$ cat src/rtl/vga_fb_pkg.sv
// ============================================================================
// vga_fb_pkg : shared constants and types for the frame-buffer fetch arbiter
// Rev 1.0
// ============================================================================
`default_nettype none

package vga_fb_pkg;

  localparam int SRC_W_DEF         = 192;
  localparam int SRC_H_DEF         = 108;
  localparam int H_REP_DEF         = 10;
  localparam int V_REP_DEF         = 10;
  localparam int DATA_W_DEF        = 24;
  localparam int ADDR_W_DEF        = 15;
  localparam int FIFO_DEPTH_DEF    = 64;
  localparam int HI_WM_DEF         = 48;
  localparam int HOST_MAX_WAIT_DEF = 16;

  typedef enum logic [1:0] {
    ST_IDLE  = 2'd0,
    ST_FETCH = 2'd1,
    ST_DONE  = 2'd2
  } fetch_state_e;

  typedef logic [DATA_W_DEF-1:0] pixel_t;

  // Counter width able to hold 0..n-1, never narrower than one bit.
  function automatic int cnt_w(input int n);
    return (n > 1) ? $clog2(n) : 1;
  endfunction

endpackage

`default_nettype wire

$ cat src/rtl/vga_fb_fetch_arbiter_fifo.sv
// ============================================================================
// sync_fifo_sa : show-ahead synchronous FIFO with flush and occupancy count
// Rev 1.0
// ============================================================================
`default_nettype none

module sync_fifo_sa
  import vga_fb_pkg::*;
#(
  parameter int DEPTH  = FIFO_DEPTH_DEF,
  parameter int DATA_W = DATA_W_DEF
) (
  input  logic                       clk,
  input  logic                       reset,
  input  logic                       flush_i,
  input  logic                       push_i,
  input  logic [DATA_W-1:0]          data_i,
  input  logic                       pop_i,
  output logic [DATA_W-1:0]          data_o,
  output logic [$clog2(DEPTH+1)-1:0] count_o,
  output logic                       empty_o
);

  localparam int AW = cnt_w(DEPTH);
  localparam int CW = $clog2(DEPTH + 1);
  localparam logic [AW-1:0] PTR_LAST = AW'(DEPTH - 1);
  localparam logic [CW-1:0] FULL_C   = CW'(DEPTH);

  logic [DATA_W-1:0] mem_q [DEPTH];
  logic [AW-1:0]     wr_ptr_q, rd_ptr_q;
  logic [CW-1:0]     count_q;
  logic              do_push, do_pop;

  assign do_pop  = pop_i && (count_q != '0);
  assign do_push = push_i && ((count_q != FULL_C) || do_pop);

  always_ff @(posedge clk) begin
    if (do_push) mem_q[wr_ptr_q] <= data_i;
  end

  always_ff @(posedge clk) begin
    if (reset || flush_i) begin
      wr_ptr_q <= '0;
      rd_ptr_q <= '0;
      count_q  <= '0;
    end else begin
      if (do_push) wr_ptr_q <= (wr_ptr_q == PTR_LAST) ? '0 : wr_ptr_q + 1'b1;
      if (do_pop)  rd_ptr_q <= (rd_ptr_q == PTR_LAST) ? '0 : rd_ptr_q + 1'b1;
      count_q <= count_q + CW'(do_push) - CW'(do_pop);
    end
  end

  assign data_o  = mem_q[rd_ptr_q];
  assign count_o = count_q;
  assign empty_o = (count_q == '0);

endmodule

`default_nettype wire

$ cat src/rtl/vga_fb_fetch_arbiter.sv
// ============================================================================
// vga_fb_fetch_arbiter : frame-buffer RAM sharing between upscaling pixel fetch and host writes
// Rev 1.0
// ============================================================================
`default_nettype none

module vga_fb_fetch_arbiter
  import vga_fb_pkg::*;
#(
  parameter int SRC_W         = SRC_W_DEF,
  parameter int SRC_H         = SRC_H_DEF,
  parameter int H_REP         = H_REP_DEF,
  parameter int V_REP         = V_REP_DEF,
  parameter int DATA_W        = DATA_W_DEF,
  parameter int ADDR_W        = ADDR_W_DEF,
  parameter int FIFO_DEPTH    = FIFO_DEPTH_DEF,
  parameter int HI_WM         = HI_WM_DEF,
  parameter int HOST_MAX_WAIT = HOST_MAX_WAIT_DEF
) (
  input  logic              clk,
  input  logic              reset,
  input  logic              frame_start,
  input  logic              pix_rd,
  output logic [DATA_W-1:0] pix_data,
  output logic              pix_valid,
  output logic              underflow,
  output logic [ADDR_W-1:0] mem_addr,
  output logic              mem_rd_en,
  input  logic [DATA_W-1:0] mem_rdata,
  output logic              mem_we,
  output logic [DATA_W-1:0] mem_wdata,
  input  logic              host_wr_req,
  input  logic [ADDR_W-1:0] host_wr_addr,
  input  logic [DATA_W-1:0] host_wr_data,
  output logic              host_wr_ack
);

  localparam int XW = cnt_w(SRC_W);
  localparam int YW = cnt_w(SRC_H);
  localparam int VW = cnt_w(V_REP);
  localparam int HW = cnt_w(H_REP);
  localparam int CW = $clog2(FIFO_DEPTH + 1);
  localparam int WW = $clog2(HOST_MAX_WAIT + 1);

  localparam logic [XW-1:0]     X_LAST   = XW'(SRC_W - 1);
  localparam logic [YW-1:0]     Y_LAST   = YW'(SRC_H - 1);
  localparam logic [VW-1:0]     V_LAST   = VW'(V_REP - 1);
  localparam logic [HW-1:0]     H_LAST   = HW'(H_REP - 1);
  localparam logic [CW-1:0]     DEPTH_C  = CW'(FIFO_DEPTH);
  localparam logic [CW-1:0]     HI_WM_C  = CW'(HI_WM);
  localparam logic [WW-1:0]     WAIT_MAX = WW'(HOST_MAX_WAIT);
  localparam logic [ADDR_W-1:0] ROW_STEP = ADDR_W'(SRC_W);

  fetch_state_e      state_q;
  logic [XW-1:0]     src_x_q;
  logic [YW-1:0]     src_y_q;
  logic [VW-1:0]     line_rep_q;
  logic [ADDR_W-1:0] row_base_q;
  logic              rd_pend_q;
  logic [HW-1:0]     h_rep_q, h_rep_d;
  logic              underflow_q, underflow_d;
  logic [WW-1:0]     host_wait_q, host_wait_d;

  logic [DATA_W-1:0] fifo_head;
  logic [CW-1:0]     fifo_count;
  logic              fifo_empty;
  logic              fetch_ok, fetch_gnt, host_gnt, host_force, last_rd;
  logic              fifo_push, fifo_pop;

  // Fetch is held off in the frame_start cycle so the first read of a frame
  // always uses the freshly cleared counters.
  assign fetch_ok   = (state_q == ST_FETCH) && !frame_start &&
                      ((fifo_count + CW'(rd_pend_q)) < DEPTH_C);
  assign host_force = (host_wait_q == WAIT_MAX);
  assign fetch_gnt  = !reset && fetch_ok &&
                      (!host_wr_req || ((fifo_count < HI_WM_C) && !host_force));
  assign host_gnt   = !reset && host_wr_req && !fetch_gnt;
  assign last_rd    = (src_x_q == X_LAST) && (line_rep_q == V_LAST) && (src_y_q == Y_LAST);

  assign mem_rd_en   = fetch_gnt;
  assign mem_we      = host_gnt;
  assign host_wr_ack = host_gnt;
  assign mem_addr    = host_gnt  ? host_wr_addr :
                       fetch_gnt ? (row_base_q + ADDR_W'(src_x_q)) : '0;
  assign mem_wdata   = host_gnt ? host_wr_data : '0;

  assign fifo_push = rd_pend_q && !frame_start;
  assign fifo_pop  = pix_rd && !fifo_empty && (h_rep_q == H_LAST);

  always_ff @(posedge clk) begin
    if (reset) begin
      state_q    <= ST_IDLE;
      src_x_q    <= '0;
      src_y_q    <= '0;
      line_rep_q <= '0;
      row_base_q <= '0;
      rd_pend_q  <= 1'b0;
    end else begin
      rd_pend_q <= fetch_gnt;
      if (frame_start) begin
        state_q    <= ST_FETCH;
        src_x_q    <= '0;
        src_y_q    <= '0;
        line_rep_q <= '0;
        row_base_q <= '0;
      end else if (fetch_gnt) begin
        if (last_rd) state_q <= ST_DONE;
        if (src_x_q == X_LAST) begin
          src_x_q <= '0;
          if (line_rep_q == V_LAST) begin
            line_rep_q <= '0;
            src_y_q    <= src_y_q + 1'b1;
            row_base_q <= row_base_q + ROW_STEP;
          end else begin
            line_rep_q <= line_rep_q + 1'b1;
          end
        end else begin
          src_x_q <= src_x_q + 1'b1;
        end
      end
    end
  end

  always_comb begin
    h_rep_d     = h_rep_q;
    underflow_d = underflow_q;
    host_wait_d = host_wait_q;
    if (pix_rd) begin
      if (fifo_empty) underflow_d = 1'b1;
      else            h_rep_d     = (h_rep_q == H_LAST) ? '0 : h_rep_q + 1'b1;
    end
    if (frame_start) begin
      h_rep_d     = '0;
      underflow_d = 1'b0;
    end
    if (host_gnt)                                         host_wait_d = '0;
    else if (host_wr_req && (host_wait_q != WAIT_MAX))    host_wait_d = host_wait_q + 1'b1;
  end

  always_ff @(posedge clk) begin
    if (reset) begin
      h_rep_q     <= '0;
      underflow_q <= 1'b0;
      host_wait_q <= '0;
    end else begin
      h_rep_q     <= h_rep_d;
      underflow_q <= underflow_d;
      host_wait_q <= host_wait_d;
    end
  end

  sync_fifo_sa #(
    .DEPTH  (FIFO_DEPTH),
    .DATA_W (DATA_W)
  ) u_fifo (
    .clk     (clk),
    .reset   (reset),
    .flush_i (frame_start),
    .push_i  (fifo_push),
    .data_i  (mem_rdata),
    .pop_i   (fifo_pop),
    .data_o  (fifo_head),
    .count_o (fifo_count),
    .empty_o (fifo_empty)
  );

  assign pix_data  = fifo_empty ? '0 : fifo_head;
  assign pix_valid = !fifo_empty;
  assign underflow = underflow_q;

endmodule

`default_nettype wire

$ cat config.mk
export PLATFORM = sky130hd
export DESIGN_NAME = vga_fb_fetch_arbiter
export DESIGN_NICKNAME = d
export VERILOG_FILES = /design/src/rtl/vga_fb_pkg.sv /design/src/rtl/vga_fb_fetch_arbiter_fifo.sv /design/src/rtl/vga_fb_fetch_arbiter.sv
export SDC_FILE = /design/constraint.sdc
export NUM_CORES = 1
export LEC_CHECK = 0
export BUFFER_PORTS_ARGS = -buffer_cell sky130_fd_sc_hd__buf_2
export CORE_MARGIN = 1.5
export CORE_UTILIZATION = 45
export DETAILED_ROUTE_END_ITERATION = 6
export GPL_ROUTABILITY_DRIVEN = 0
export SLEW_MARGIN = 20
export SYNTH_ARGS = -nofsm -noshare
export SYNTH_HDL_FRONTEND = slang
export SYNTH_SLANG_ARGS = --single-unit
$ cat constraint.sdc
create_clock -name clk -period 3.1 [get_ports clk]
set_input_delay 0.31 -clock clk [delete_from_list [all_inputs] [get_ports clk]]
set_output_delay 0.31 -clock clk [all_outputs]
set_load 0.02 [all_outputs]
**After elaboration in Yosys (flattened, before gate mapping)**

Memories as Yosys holds them, arrays and structs flattened. A register that Yosys moved wholly into a read port is not among the register bits.
Cells that the tools add are included.

- Add/sub/neg operators: 12
- $mul: 0
- Divide/modulo/power cells: 0
- Order comparisons: 2
- Eq/ne operators: 10
- Shift-type cells: 0
- Mux-type cells: 16
- Bitwise gates (word level): 1
- Reductions and logical operators: 36

Operators by type and width:

| kind | count |
|---|---|
| two-way mux 24 bit | 2 |
| two-way mux 15 bit | 2 |
| two-way mux 6 bit | 4 |
| adder 15 x 8 -> 15 bit | 1 |
| adder 15 x 8 -> 15 bit, second input constant | 1 |
| logical AND 1 bit | 15 |
| adder 7 x 1 -> 7 bit | 2 |
| adder 6 x 1 -> 6 bit, second input constant | 2 |
| == test 6 bit, second input constant | 2 |
| AND reduction 2 bit | 5 |
| adder 4 x 1 -> 4 bit, second input constant | 2 |
| adder 8 x 1 -> 8 bit, second input constant | 1 |
| == test 4 bit, second input constant | 2 |
| == test 8 bit, second input constant | 1 |
| two-way mux 4 bit | 2 |
| two-way mux 8 bit | 1 |
| adder 7 x 1 -> 7 bit, second input constant | 1 |
| == test 7 bit, second input constant | 1 |
| zero test 7 bit | 1 |
| < comparator 7 x 6 -> 1 bit, second input constant | 1 |
| < comparator 7 bit, second input constant | 1 |
| != test 7 bit, second input constant | 1 |
| nonzero test 7 bit | 1 |
| subtractor 7 x 1 -> 7 bit | 1 |
| 11 further kinds | 24 |

- Register bits after elaboration: 66
- Latch bits: 0
- Bits in writable memories: 1536
- Memory bits (read-only): 0
- Output and inout bits: 68
- Logic and storage cells: 91
- Memories: 1

Memories:

| name | words | bits a word | rd ports | clocked after memory_dff | write ports | RTL line | text |
|---|---|---|---|---|---|---|---|
| u_fifo.mem_q | 64 | 24 | 1 | 1 | 1 | vga_fb_fetch_arbiter_fifo.sv:29 | `logic [DATA_W-1:0] mem_q [DEPTH];` |

**Logic depth before layout (Yosys ltp)**

Gate-level depths: netlist of the first run.

- Word-level depth: 9
- Depth in mapped cells: 13
- Gate-level depth less buffers: 13

**Hierarchy**

A second synthesis of the first run with hierarchy kept.

- Cell total of the unflattened synthesis: 3106
- Area, all modules: 62990.4 µm²

Modules (own cells, without submodules):

| module | times used | cells each | area an instance (µm²) |
|---|---|---|---|
| sync_fifo_sa | 1 | 2756 | 60276.6 |
| vga_fb_fetch_arbiter | 1 | 350 | 2713.9 |

**Worst setup path before layout of the first run**

Ideal clock, no wire load.

- Kind: flip-flop to flip-flop
- From: register u_fifo.count_q[4] (netlist: u_fifo.count_o[4])
- To: memory u_fifo.mem_q[56][0] (netlist name) (enable)
- Setup time: 0.405 ns
- Arrival: 2.663 ns
- Required time: 2.695 ns
- Setup slack: 0.033 ns
- Cell stages (with the launch flop): 9
- Clock period less this slack: 3.067 ns
- Cells stage by stage: dfxtp_1 > inv_1 > ha_1 > and4bb_4 > o311ai_4 > nand2_4 > or4_1 > clkbuf_1 > nor2_1

- Longest elaborated chain between the ends: 9

RTL lines:

| item | RTL line | text |
|---|---|---|
| from (decl) | vga_fb_fetch_arbiter_fifo.sv:31 | `logic [CW-1:0] count_q;` |
| from (signal assigned) | vga_fb_fetch_arbiter_fifo.sv:49 | `count_q <= count_q + CW'(do_push) - CW'(do_pop);` |
| zero test 7 bit | vga_fb_fetch_arbiter_fifo.sv:55 | `assign empty_o = (count_q == '0);` |
| zero test 1 bit | vga_fb_fetch_arbiter.sv:88 | `assign fifo_pop = pix_rd && !fifo_empty && (h_rep_q == H_LAST);` |
| logical AND 1 bit (2 in a row) | vga_fb_fetch_arbiter.sv:88 |  |
| logical AND 1 bit | vga_fb_fetch_arbiter_fifo.sv:34 | `assign do_pop = pop_i && (count_q != '0);` |
| logical OR 1 bit (*) | vga_fb_fetch_arbiter_fifo.sv:35 | `assign do_push = push_i && ((count_q != FULL_C) \|\| do_pop);` |
| logical AND 1 bit (*) | vga_fb_fetch_arbiter_fifo.sv:35 |  |
| two-way mux 1 bit (*) | vga_fb_fetch_arbiter_fifo.sv:38 | `if (do_push) mem_q[wr_ptr_q] <= data_i;` |
| two-way mux 1 bit (implied by the code) (*) | vga_fb_fetch_arbiter_fifo.sv:38 |  |
| to (decl) | vga_fb_fetch_arbiter_fifo.sv:29 |  |

Every way passes the cells marked *; elsewhere a longest branch is shown, timed or not.

==> metrics, run 1 <==
status complete, but fails checks; violated checks design-rule violations, negative setup slack; mapped cell area 62400 µm²; root buf cell clkbuf_16; EDFF count, synth around 1500; GR Util met2 0.415; Worst Min Path Start mem_rdata[20]; hpwl dp about 100000 µm; net switching share of the total power 0.200; # DRC 2; min Tclk post-route 3.55 ns; vias in the first global route roughly 34000; leakage roughly 24 nW; pre-CTS setup slack -0.282 ns; post-DR wirelength/cell roughly 32 µm; Critical Path Start Type flop; warnings from Yosys 0; initial core utilization 0.454; final worst slack -0.450 ns; CTS sink cnt approximately 1600; die height roughly 380 µm; die width roughly 380 µm; Final Hold Vio Count 0; final core occ 0.561; CP Max Fanout 7; maximum vdd drop 0.444 mV; most common cell after layout, fill and taps aside edfxtp_1; via count between 30000 and 40000; Pint 0.0347 W; Longest Clk Path Bufs 3; final setup vio count 63; part of the power in combinational logic 0.018; Nets around 3600; area grow syn2layout 23.7%; remaining global-route overflow 0; clock-pin slew on the worst setup and hold paths approximately 0.06 ns; worst rel slew slack 0.225; HP Class in2reg; critical path type reg2out; PortBufs about 140; asr flop ratio synth 0; pin slew with the least headroom to its limit about 1.2 ns; post-DR vias/cell between 6 and 7; worst r2r dst u_fifo.count_o[6]; layout cells sized above 1 0.407; die area 141000 µm²; fin. max-slew vios 0; I/O pin count 136; number of synthesized register bits around 1600; largest net degree at the start of global routing 65; total of max-cap violations 0; Primary FF master, synth edfxtp_1; RSZ-0062 raised after global routing true; worst reg2reg setup slack 0.07 ns; Worst setup EP type output port; Synth Instances slightly below 3000; initial antenna violation count 10; Seq/Total Area, Yosys 0.761; PwrDens roughly 560 nW/µm²; reg2reg start u_fifo.count_o[3]; Cell variety after synth just over 80; first-pass GRT wire length 246000 µm; post-synth net total ~3000; Iter 0 DRT Violations about 4000; hold depth 1; clock power share 0.436; met3 Use GR 0.0446; met1 usage 0.336; WHS Endpoint u_fifo.mem_q[10][20]; clk_skew 0.0263 ns; Worst-Skew Late Latency around 0.80 ns; CTS tree yes; Core Rows ~140; gr busiest metal met2; sw power slightly below 0.009 W; Req. time, crit path roughly 2.8 ns; Routed WL about 180000 µm; most frequent cells in the layout edfxtp_1, mux4_2, buf_4; TritonCTS buffer count 160; GRT Util Overall 0.247; R2R depth 14; H-tree levels 4; Achievable Freq 0.282 GHz; fin crit share 1.15; Routed Antenna Nets 0; synthesized area per cell 21.1 µm²; first drt pass iteration count 7; crit path DAT 3.24 ns; CORE AREA ~140000 µm²; Reg power frac 0.546
==> critical path: stages, from the launching register on <==
cell	delay, ns
dfxtp_4	0.40
buf_4	0.17
buf_16	0.14
buf_4	0.14
mux4_2	0.36
o221ai_1	0.13
o21a_1	0.16
a2111oi_4	0.48
buf_4	0.20
a31o_1	0.14
buf_6	0.13
==> per-stage QoR <==
step	cells	instance area, µm²	TNS, ns	total power [W]	hold WS [ns]
after detailed placement	5002	67700	-0.747	0.0248	0.454
after CTS	5387	75600	-17.39	0.0436	0.0725
final	5448	77200	-10.80	0.0434	0.0478
after floorplan	2962	62400	0	0.0243	0.409
after global placement	5002	67700	-0.894	0.0248	0.445
after global routing	5447	77200	-18.21	0.0445	0.0404
==> power groups by stage <==
stage	logic (W)	registers (W)	clock network (W)
after floorplan	0.000124	0.0242	0
after global placement	0.000596	0.0242	0
after detailed placement	0.000637	0.0242	0
after CTS	0.000763	0.0237	0.0192
after global routing	0.000829	0.0237	0.0199
final	0.000788	0.0237	0.0189
==> cell families (layout without fill, tap and decap cells) <==
family                     Yosys count  after routing  synth area share
DFF                               1602           1602             0.761
muxes                              450            450             0.150
and+or+nand+nor                    337            337            0.0286
AOI/OAI and AO/OA                  326            326            0.0378
buffers and inverters              202            893            0.0156
adders and majority gates           23             23           0.00485
xor gates and xnor gates            22             22           0.00309
other                                0              1                 0
==> registers in the layout, indices dropped and copies added, names as in the netlist, named ones only <==
name / cells
host_wait_q: 5
rd_pend_q: 1
src_x_q: 8
src_y_q: 7
u_fifo.wr_ptr_q: 6
u_fifo.mem_q: 1536
state_q: 2
underflow: 1
u_fifo.rd_ptr_q: 6
h_rep_q: 4
u_fifo.count_o: 7
line_rep_q: 4
row_base_q: 9
==> routing by layer <==
layer,vias to the layer above,part of all wire
met2,1569,0.50
met4,6,0.024
li1,13600,-
met3,223,0.081
met5,-,0.00019
met1,18000,0.39
==> worst max path at each step <==
stage                                      to  slack [ns]
after global placement           pix_data[10]       -0.29
after CTS                        pix_data[16]       -0.46
final                            pix_data[10]       -0.45
after detailed placement         pix_data[10]       -0.28
after floorplan           u_fifo.mem_q[56][0]        0.03
after global routing             pix_data[10]       -0.57
==> timing repair <==
action,in CTS,in global routing
gates cloned,23,17
gates resized for setup,335,180
hold buffers,5,1
hold endpoints to repair,20,16
buffers inserted,73,63
endpoints found under the setup margin,66,66
pin swaps,32,69
==> synth_stat cells, drive strengths merged, types with 4 or more instances <==
| master | number | area share |
|---|---|---|
| o21ai | 32 | 0.0026 |
| o41ai | 8 | 0.0011 |
| a22oi | 54 | 0.0065 |
| nand2 | 56 | 0.0035 |
| xor2 | 12 | 0.0017 |
| a221oi | 5 | 0.00070 |
| a211o | 4 | 0.00056 |
| and4 | 4 | 0.00056 |
| dfxtp | 66 | 0.021 |
| a21oi | 39 | 0.0032 |
| a31oi | 4 | 0.00040 |
| buf | 113 | 0.010 |
| nor2b | 13 | 0.0013 |
| and3 | 5 | 0.00050 |
| nand2b | 10 | 0.0010 |
| nor2 | 97 | 0.0062 |
| and2 | 36 | 0.0036 |
| a21o | 4 | 0.00048 |
| inv | 30 | 0.0018 |
| o21a | 4 | 0.00048 |
| mux4 | 385 | 0.14 |
| a22o | 25 | 0.0035 |
| mux2i | 60 | 0.0096 |
| ha | 21 | 0.0042 |
| o311ai | 7 | 0.0013 |
| nand3b | 4 | 0.00048 |
| or4 | 8 | 0.0010 |
| o22ai | 57 | 0.0057 |
| o31ai | 6 | 0.00072 |
| edfxtp | 1536 | 0.74 |
| nand3 | 44 | 0.0036 |
| or2 | 4 | 0.00040 |
| nand4 | 22 | 0.0022 |
| mux2 | 5 | 0.00090 |
| a211oi | 32 | 0.0039 |
| xnor2 | 10 | 0.0014 |
| o221ai | 11 | 0.0015 |
| or3 | 19 | 0.0019 |
| a2111oi | 6 | 0.0012 |
| o21bai | 4 | 0.00048 |
| clkbuf | 59 | 0.0035 |
==> layout make-up <==
type	count	area, µm²
timing repair buffer	576	6710
multi-input combinational	1158	15600
tap	1794	2240
clock inverter	79	796
sequential	1602	47500
clock buffer	208	4270
antenna	1	2.50
fill	10100	60300
inverter	30	113
Note: power is estimated with default switching activity, not from simulation.
==> inputs of run 2 (changes only) <==
ABC_AREA = 0   (was default)
SKIP_LAST_GASP = 1   (was default)
==> run 2 against run 1 <==
Net effect:
- the flow finishes with violations (negative setup slack)
- critical path depth down 1
- utilization fell by 0.14 points
- total power about the same
- global-route usage about the same
- largest power group unchanged
==> metrics, run 2 (synthesis gave the netlist of run 1 again) <==
CP Max Fanout 7 (unchanged); CTS sink cnt 1602 (unchanged); net switching share of the total power 0.200 (about the same); met3 Use GR 0.0463 (+0.00169); die width 375 µm (unchanged); Largest regs u_fifo.mem_q: 1536 flops, row_base_q: 9 flops, src_x_q: 8 flops; worst rel slew slack 0.211 (-0.0139); largest net degree at the start of global routing 65 (unchanged); gr busiest metal met2; area post-placement 67700 µm² (unchanged); part of the power in combinational logic 0.018 (about the same); die height 375 µm (unchanged); post-DR wirelength/cell 32.5 µm (about the same); Core Rows 136 (unchanged); status complete, but fails checks; pin slew with the least headroom to its limit 1.18 ns (+0.0208 ns); cell area after layout 77000 µm² (-0.25%); RSZ-0062 raised after global routing true; most common cell after layout, fill and taps aside edfxtp_1; maximum vdd drop 0.447 mV (+0.64%); Routed Antenna Nets 0 (unchanged); final setup vio count 62 (-1.6%); fin. max-slew vios 0 (unchanged); number of flip-flops under the largest register name 1536 (unchanged); clk_skew 0.0271 ns (+0.000844 ns); TNS Setup -12.04 ns (-1.24 ns); min Tclk post-route 3.60 ns (+0.0537 ns); # DRC 0 (-2); first drt pass iteration count 5 (-2); Critical Path Start Type flop; initial core utilization 0.454 (unchanged); vias in the first global route 33700 (-0.20%); met1 usage 0.336 (about the same); post-DR vias/cell 6.12 (-0.16%); Pint 0.0347 W (about the same); Reg with most FFs u_fifo.mem_q; via count 33300 (-0.25%); remaining global-route overflow 0 (unchanged); Iter 0 DRT Violations 3869 (-2.8%); GR Util met2 0.414 (-0.00150); hpwl dp 102000 µm (unchanged); die area 141000 µm² (unchanged); Nets 3613 (-0.17%); GRT Util Overall 0.248 (about the same); final worst slack -0.503 ns (-0.0537 ns); Req. time, crit path 2.79 ns (about the same); Reg power frac 0.546 (about the same); Worst setup EP type output port; root buf cell clkbuf_16; first-pass GRT wire length 246000 µm (about the same); CORE AREA 137000 µm² (unchanged); Achievable Freq 0.278 GHz (-1.5%); sw power 0.00869 W (+0.11%); leakage 24.0 nW (-0.25%); PortBufs 135 (unchanged); Longest Clk Path Bufs 3 (unchanged); critical path type reg2out; hold slack 0.0384 ns (-0.00947 ns); CTS tree yes; clock-pin slew on the worst setup and hold paths 0.06 ns (about the same); pre-CTS setup slack -0.282 ns (unchanged); clock power share 0.436 (about the same); Worst-Skew Late Latency 0.81 ns (about the same); initial antenna violation count 9 (-1); H-tree levels 4 (unchanged); fin crit share 1.16 (+0.0173); I/O pin count 136 (unchanged); TritonCTS buffer count 160 (unchanged); Final Hold Vio Count 0 (unchanged); most frequent cells in the layout edfxtp_1, mux4_2, buf_4; Worst Min Path Start mem_rdata[20]; layout cells sized above 1 0.405 (-0.00235); HP Class in2reg; crit path DAT 3.29 ns (+0.05 ns); violated checks negative setup slack; reg2reg start u_fifo.count_o[3]; area grow syn2layout 23.4%; total of max-cap violations 0 (unchanged); Routed WL 177000 µm (about the same); PwrDens 564 nW/µm² (+0.27%)
[run 2: changes by cell type in the layout (fill, tap and decap cells not counted), moves of 3 or more]
cell,previous run,this run
a22oi_2,30,34
o22ai_2,31,26
bufbuf_16,3,6
mux2i_2,6,10
clkbuf_16,179,174
o22ai_1,18,23
buf_6,96,90
buf_4,252,257
a22oi_1,24,20
mux2i_4,17,13
[run 2: timing repair]
item | 4_1_cts | 5_1_grt
hold buffers | 5 | 1
gates cloned | 23 | 12
pin swaps | 32 | 69
buffers inserted | 73 | 58
hold endpoints to repair | 20 | 16
endpoints found under the setup margin | 66 | 66
resized for setup | 313 | 178
[run 2: metal layers]
metal,vias to the layer above,share of wire
met4,6,0.026
met3,240,0.078
li1,13600,-
met2,1574,0.50
met5,-,0.00019
met1,17900,0.40
[run 2: cell type report]
cell class                 count  area, µm²
antenna                        2       5.00
clock buffer                 208       4270
clock inverter                79        796
fill                       10100      60500
inverter                      30        113
multi-input combinational   1158      15500
sequential                  1602      47500
tap                         1794       2240
timing repair buffer         570       6590
[run 2: worst max-delay path, stage by stage (launching register included)]
cell and delay, ns:
dfxtp_4 0.46, buf_12 0.17, buf_6 0.11, buf_12 0.12
buf_12 0.13, mux4_2 0.50, o22a_1 0.27, nand4_1 0.35
o21ai_2 0.19, buf_6 0.17
[run 2: final timing paths]
check	endpoint	slack, ns	depth (start not counted)
max	pix_data[6]	-0.50	9
min	u_fifo.mem_q[10][20]	0.04	1
max reg2reg	u_fifo.count_o[6]	0.06	14
min reg2reg	src_y_q[6]	0.46	1
[run 2: power by group through the flow]
| stage | Sequential (W) | Clock [W] | Combinational, W |
|---|---|---|---|
| after floorplan | 0.0242 | 0 | 0.000124 |
| after global placement | 0.0242 | 0 | 0.000596 |
| after detailed placement | 0.0242 | 0 | 0.000637 |
| after CTS | 0.0237 | 0.0192 | 0.000761 |
| after global routing | 0.0237 | 0.0200 | 0.000829 |
| final | 0.0237 | 0.0189 | 0.000786 |
[run 2: through the flow]
stage | total power [W] | utilization | std cells
floorplan | 0.0243 | - | 2962
global placement | 0.0248 | 0.493 | 5002
detailed placement | 0.0248 | 0.493 | 5002
CTS | 0.0436 | 0.549 | 5387
global route | 0.0445 | 0.560 | 5441
finish | 0.0434 | 0.560 | 5443
